### config.mk
export PLATFORM = sky130hd
export DESIGN_NAME = hazard_ctrl_unit
export DESIGN_NICKNAME = d
export VERILOG_FILES = /design/src/rtl/hazard_pkg.sv /design/src/rtl/hazard_ctrl_unit_fwd_match.sv /design/src/rtl/hazard_ctrl_unit.sv
export SDC_FILE = /design/constraint.sdc
export NUM_CORES = 1
export LEC_CHECK = 0
export ABC_AREA = 1
export CAP_MARGIN = 20
export CORE_ASPECT_RATIO = 1.4
export CORE_MARGIN = 2
export CORE_UTILIZATION = 44
export CTS_BUF_LIST = sky130_fd_sc_hd__clkbuf_8
export DETAILED_ROUTE_END_ITERATION = 16
export GPL_ROUTABILITY_DRIVEN = 1
export PLACE_DENSITY = 0.91
export SYNTH_ARGS = -nofsm -noshare
export SYNTH_HDL_FRONTEND = slang
export SYNTH_SLANG_ARGS = --single-unit
export TNS_END_PERCENT = 50
### constraint.sdc
create_clock -name clk -period 1.6 [get_ports clk]
set_clock_uncertainty 0.2 [all_clocks]
set_input_delay 0.24 -clock clk [delete_from_list [all_inputs] [get_ports clk]]
set_output_delay 0.24 -clock clk [all_outputs]
set_load 0.05 [all_outputs]
### src/rtl/hazard_pkg.sv
`default_nettype none
// ============================================================================
//  Module      : hazard_pkg
//  Description : Shared encodings for the pipeline hazard control unit:
//                forward-select codes and branch-wait FSM states.
//  Revision    : 1.0 - initial release
// ============================================================================
package hazard_pkg;

    // Forward-select codes driven per decode-stage operand
    localparam logic [1:0] c_FWD_NONE = 2'b00;
    localparam logic [1:0] c_FWD_WB   = 2'b01;
    localparam logic [1:0] c_FWD_MEM  = 2'b10;

    // Saturation ceiling of the stall performance counter
    localparam logic [15:0] c_STALL_CNT_MAX = 16'hFFFF;

    // Control-flow FSM: normal issue, or waiting for a branch outcome
    typedef enum logic [0:0] {
        ST_RUN     = 1'b0,
        ST_BR_WAIT = 1'b1
    } hzState_t;

endpackage
`default_nettype wire

### src/rtl/hazard_ctrl_unit_fwd_match.sv
`default_nettype none
// ============================================================================
//  Module      : fwd_match
//  Description : Per-operand hazard matcher. Produces the forward select for
//                one decode-stage source and flags a load-use conflict on it.
//  Revision    : 1.0 - initial release
// ============================================================================
module fwd_match
    import hazard_pkg::*;
#(
    parameter int REG_AW   = 3,
    parameter int ZERO_REG = 0
) (
    input  logic [REG_AW-1:0] i_srcAddr,
    input  logic              i_srcVld,
    input  logic [REG_AW-1:0] i_exRd,
    input  logic              i_exMemread,
    input  logic [REG_AW-1:0] i_memRd,
    input  logic              i_memRegwrite,
    input  logic [REG_AW-1:0] i_wbRd,
    input  logic              i_wbRegwrite,
    output logic [1:0]        o_fwdSel,
    output logic              o_loadUse
);

    // An operand takes part in hazard detection only if it is really read
    // and is not the hardwired zero register.
    logic w_live;

    // Forward select with MEM over WB priority, plus load-use detection
    always_comb begin
        w_live    = i_srcVld && !((ZERO_REG != 0) && (i_srcAddr == '0));
        o_fwdSel  = c_FWD_NONE;
        o_loadUse = 1'b0;
        if (w_live) begin
            if (i_memRegwrite && (i_srcAddr == i_memRd)) begin
                o_fwdSel = c_FWD_MEM;
            end else if (i_wbRegwrite && (i_srcAddr == i_wbRd)) begin
                o_fwdSel = c_FWD_WB;
            end
            o_loadUse = i_exMemread && (i_srcAddr == i_exRd);
        end
    end

endmodule
`default_nettype wire

### src/rtl/hazard_ctrl_unit.sv
`default_nettype none
// ============================================================================
//  Module      : hazard_ctrl_unit
//  Description : Pipeline hazard controller: operand forwarding, load-use
//                stall, branch/jump wait with timeout, stall-cycle counter.
//  Revision    : 1.0 - initial release
// ============================================================================
module hazard_ctrl_unit
    import hazard_pkg::*;
#(
    parameter int REG_AW   = 3,
    parameter int NUM_SRC  = 2,
    parameter int BR_LAT   = 2,
    parameter int ZERO_REG = 0
) (
    input  logic                      clk,
    input  logic                      reset,
    input  logic [NUM_SRC*REG_AW-1:0] src_addr,
    input  logic [NUM_SRC-1:0]        src_vld,
    input  logic [REG_AW-1:0]         ex_rd,
    input  logic                      ex_memread,
    input  logic [REG_AW-1:0]         mem_rd,
    input  logic                      mem_regwrite,
    input  logic [REG_AW-1:0]         wb_rd,
    input  logic                      wb_regwrite,
    input  logic                      branch_d,
    input  logic                      jump_d,
    input  logic                      br_resolved,
    output logic [2*NUM_SRC-1:0]      fwd_sel,
    output logic                      stall_f,
    output logic                      stall_d,
    output logic                      flush_d,
    output logic                      flush_e,
    output logic [15:0]               stall_cnt
);

    localparam logic [3:0] c_BR_LAT = 4'(BR_LAT);

    logic [NUM_SRC-1:0] w_loadUse;
    logic               w_lwHit;

    hzState_t   r_state;
    hzState_t   w_stateNext;
    logic [3:0] r_brCnt;
    logic [3:0] w_brCntNext;
    logic [15:0] r_stallCnt;

    logic w_stallF;
    logic w_stallD;
    logic w_flushD;
    logic w_flushE;

    for (genvar gi = 0; gi < NUM_SRC; gi++) begin : g_fwd
        fwd_match #(
            .REG_AW   (REG_AW),
            .ZERO_REG (ZERO_REG)
        ) u_fwd_match (
            .i_srcAddr     (src_addr[gi*REG_AW +: REG_AW]),
            .i_srcVld      (src_vld[gi]),
            .i_exRd        (ex_rd),
            .i_exMemread   (ex_memread),
            .i_memRd       (mem_rd),
            .i_memRegwrite (mem_regwrite),
            .i_wbRd        (wb_rd),
            .i_wbRegwrite  (wb_regwrite),
            .o_fwdSel      (fwd_sel[gi*2 +: 2]),
            .o_loadUse     (w_loadUse[gi])
        );
    end

    assign w_lwHit = |w_loadUse;

    // Next-state and control outputs; load-use wins over a decode branch,
    // which simply stays held in decode until the load clears.
    always_comb begin
        w_stateNext = r_state;
        w_brCntNext = r_brCnt;
        w_stallF    = 1'b0;
        w_stallD    = 1'b0;
        w_flushD    = 1'b0;
        w_flushE    = 1'b0;
        case (r_state)
            ST_RUN: begin
                if (w_lwHit) begin
                    w_stallF = 1'b1;
                    w_stallD = 1'b1;
                    w_flushE = 1'b1;
                end else if (branch_d || jump_d) begin
                    w_stateNext = ST_BR_WAIT;
                    w_brCntNext = c_BR_LAT;
                end
            end
            ST_BR_WAIT: begin
                w_stallF    = 1'b1;
                w_flushD    = 1'b1;
                w_brCntNext = r_brCnt - 4'd1;
                // <= 1 also guards against a wait that was never loaded
                if (br_resolved || (r_brCnt <= 4'd1)) begin
                    w_stateNext = ST_RUN;
                    w_brCntNext = 4'd0;
                end
            end
        endcase
        if (reset) begin
            w_stallF = 1'b0;
            w_stallD = 1'b0;
            w_flushD = 1'b0;
            w_flushE = 1'b0;
        end
    end

    // FSM state and branch-wait countdown
    always_ff @(posedge clk) begin
        if (reset) begin
            r_state <= ST_RUN;
            r_brCnt <= 4'd0;
        end else begin
            r_state <= w_stateNext;
            r_brCnt <= w_brCntNext;
        end
    end

    // Saturating count of cycles in which the PC is held
    always_ff @(posedge clk) begin
        if (reset) begin
            r_stallCnt <= 16'd0;
        end else if (w_stallF && (r_stallCnt != c_STALL_CNT_MAX)) begin
            r_stallCnt <= r_stallCnt + 16'd1;
        end
    end

    assign stall_f   = w_stallF;
    assign stall_d   = w_stallD;
    assign flush_d   = w_flushD;
    assign flush_e   = w_flushE;
    assign stall_cnt = r_stallCnt;

endmodule
`default_nettype wire

==> metrics.yaml <==
cp_slowest_cell: "dfxtp_4"
core_area_um2: 3410
violations: "setup timing"
relSlewSlack_pct: 71.4
arrival_ps: 1780
grt_overflow: 0
path_cells: "buf_4 -> nand3_1 -> nor2_2 -> buf_4 -> nand2_1 -> nor2_1 -> nand2_1 -> nand2_1 -> nand2_1 -> nor2_1"
route.antenna.remaining_nets: 0
path_clk_slew_ps: 80
dp_hpwl_um: 3790
timing.critical_path.required_ps: 1610
grt_start_max_net_pins: 32
synth.distinct_cells: 27
syn_inst: 269
synth_area_leader_cell: "dfxtp_1"
avgSynthCellArea_um2: 5.89
initial_core_util_pct: 46.5
cts-root-buf: "clkbuf_8"
cts_hold_buf: 0
max_freq_mhz: 564
port_buffers: 48
cp_max_fo: 4
cts_buffers: 3
crit_top_cell: "nand2_1"
cts_tree: "done"
cts_max_level: 1
ys_seq_elements: 21
p_comb_share_pct: 37.5
ys_warn_count: 0
synthesis.area_um2: 1590
vias: 2225
clk-insertion-delay-late_ps: 270
path_class: "register to register"
leakage_nw: 1.40
wire_per_inst_um: 18.7
syn_nets: 297
n_antenna_cell: 0
power.internal_w: 0.000957
die_h_um: 75.0
utilization_pct: 88.6
yosys-top-cells-area: "dfxtp_1 27%, nand2_1 18%, inv_1 11%, nor2_1 9.9%, nand3_1 6.3%"
dr.first_iter.drc_count: 162
end_kind: "register"
dieArea_um2: 4110
rsz0062_at_grt: "yes"
drc: 0
syn2layout_area_growth_pct: 90.6
antenna_found_initial: 0
grt_pass1_wl_um: 9920
timing.critical_path.slowest_cell_delay_ps: 370
wirelength_um: 7260
drive_above_1_share_pct: 51.0
drt-pass1-iter-count: 5
outcome: "finished, violations left"
power_w: 0.00148
tightest_slew_ps: 429
worst_setup_path_start_kind: "register"
switching_share_pct: 35.3
placementRows: 25
ioPinCount: 49
synth_top_area_share_pct: 26.5
slew_viol_final: 0
clockBufferDepth: 2
finalCriticalPeriod_ps: 1770
p_per_area_nw_per_um2: 490
grt_use_total_pct: 33.9
grt_pass1_vias: 2258
fin_nets: 378
vdd_drop_max_v: 0.000528
avgViaCountPerCell: 5.72
synth-seq-area-share_pct: 26.5
clock_sinks: 21
hold_viol: 0
dieWidth_um: 54.7
setup_viol: 24
fin_ws_ps: -175
hold_path_class: "register to register"
fin_crit_sh_pct: 111
clock_power_share_pct: 25.0
seqPwrFrac_pct: 37.4
drv_cap: 0
gp_congestion: 0.826
switchingPower_w: 0.000523
[sequential cells by signal, indices dropped and copies added (netlist names)]
name / count
stall_cnt: 16
r_brCnt: 4
r_state: 1
[cell type report]
cell class	count	area [um^2]
multi-input cells	190	1220
flip-flops and latches	21	453
repair buffers	83	1040
fillers	143	388
inverters	51	219
clock inverters	1	3.75
well taps	40	50.0
clock buffers	3	41.3
[cells in the final DEF, fill, tap and decap left out, types with 2 or more instances in the layout]
cell type,n
a211oi_2,2
a21oi_1,11
a21oi_2,4
buf_12,26
buf_2,2
buf_4,29
buf_6,14
buf_8,3
clkbuf_8,3
clkdlybuf4s15_2,2
clkdlybuf4s50_1,3
dfxtp_1,3
dfxtp_2,14
dfxtp_4,4
dlygate4sd2_1,2
ha_4,2
inv_1,35
inv_2,13
nand2_1,61
nand2_2,12
nand2_4,6
nand3_1,16
nand3_2,5
nand3_4,2
nand4_1,6
nor2_1,28
nor2_2,10
nor2_4,7
o22ai_2,2
xnor2_1,2
xnor2_2,2
xor2_1,2
[what timing repair did]
action,4_1_cts,5_1_grt
resized for setup,135,42
hold endpoints to repair,0,0
buffers inserted,6,4
setup endpoints to repair,29,28
pin swaps,31,29
[cells by family (layout without fill, tap and decap cells)]
group / after synthesis / after routing / synth area share [%]
adders and majority gates: 3 / 3 / 2.37
buffers and inverters: 58 / 138 / 15.9
xor gates and xnor gates: 7 / 7 / 3.87
DFF: 21 / 21 / 26.5
AOI/OAI and AO/OA: 21 / 21 / 7.42
and+or+nand+nor: 159 / 159 / 43.9
[Yosys cell counts, drive strengths merged]
master and number:
a211oi 2, a21oi 15, a31oi 1, buf 5, clkbuf 2, dfxtp 21
ha 3, inv 51, nand2 79, nand3 23, nand4 6, nor2 45
nor3 2, nor3b 2, nor4b 1, o221ai 1, o22ai 2, or2 1
xnor2 4, xor2 3
[metrics by stage]
step | hold WS (ps) | std cells | instance area, um^2 | worst slack (ps) | setup TNS [ps]
after floorplan | 178 | 269 | 1720 | -160 | -1470
after global placement | 275 | 375 | 2620 | -530 | -12320
after detailed placement | 305 | 375 | 2620 | -597 | -14470
after CTS | 316 | 385 | 2860 | -133 | -1590
after global routing | 387 | 389 | 3020 | -256 | -4790
final | 351 | 389 | 3020 | -175 | -2700
[worst paths after layout]
| path | from | end | slack [ps] | cells after the start |
|---|---|---|---|---|
| setup / recovery | stall_cnt[0] | stall_cnt[7] | -170 | 10 |
| hold / removal | r_brCnt[3] | r_brCnt[3] | 350 | 2 |
| setup reg to reg | stall_cnt[0] | stall_cnt[7] | -170 | 10 |
| hold reg to reg | r_brCnt[3] | r_brCnt[3] | 350 | 2 |
[metal layers]
metal	global-route usage, %	wire (um)	vias up
met3	6.75	585	60
li1	-	-	988
met4	25.6	547	0
met1	32.0	2310	1012
met2	61.2	3820	165
met5	0	0	-
[power by group through the flow]
stage | Clock (W) | Sequential [W] | Combinational (W)
after global placement | 0 | 0.000560 | 0.000419
after CTS | 0.000363 | 0.000550 | 0.000472
after global routing | 0.000371 | 0.000555 | 0.000590
after detailed placement | 0 | 0.000561 | 0.000432
final | 0.000371 | 0.000554 | 0.000555
after floorplan | 0 | 0.000583 | 0.000224
[critical path: cells and delay by family (launching register included)]
family | cells | cell delay, ps
DFF | 1 | 370
buffers and inverters | 2 | 280
and+or+nand+nor | 8 | 870
(Power assumes the default switching activity.)
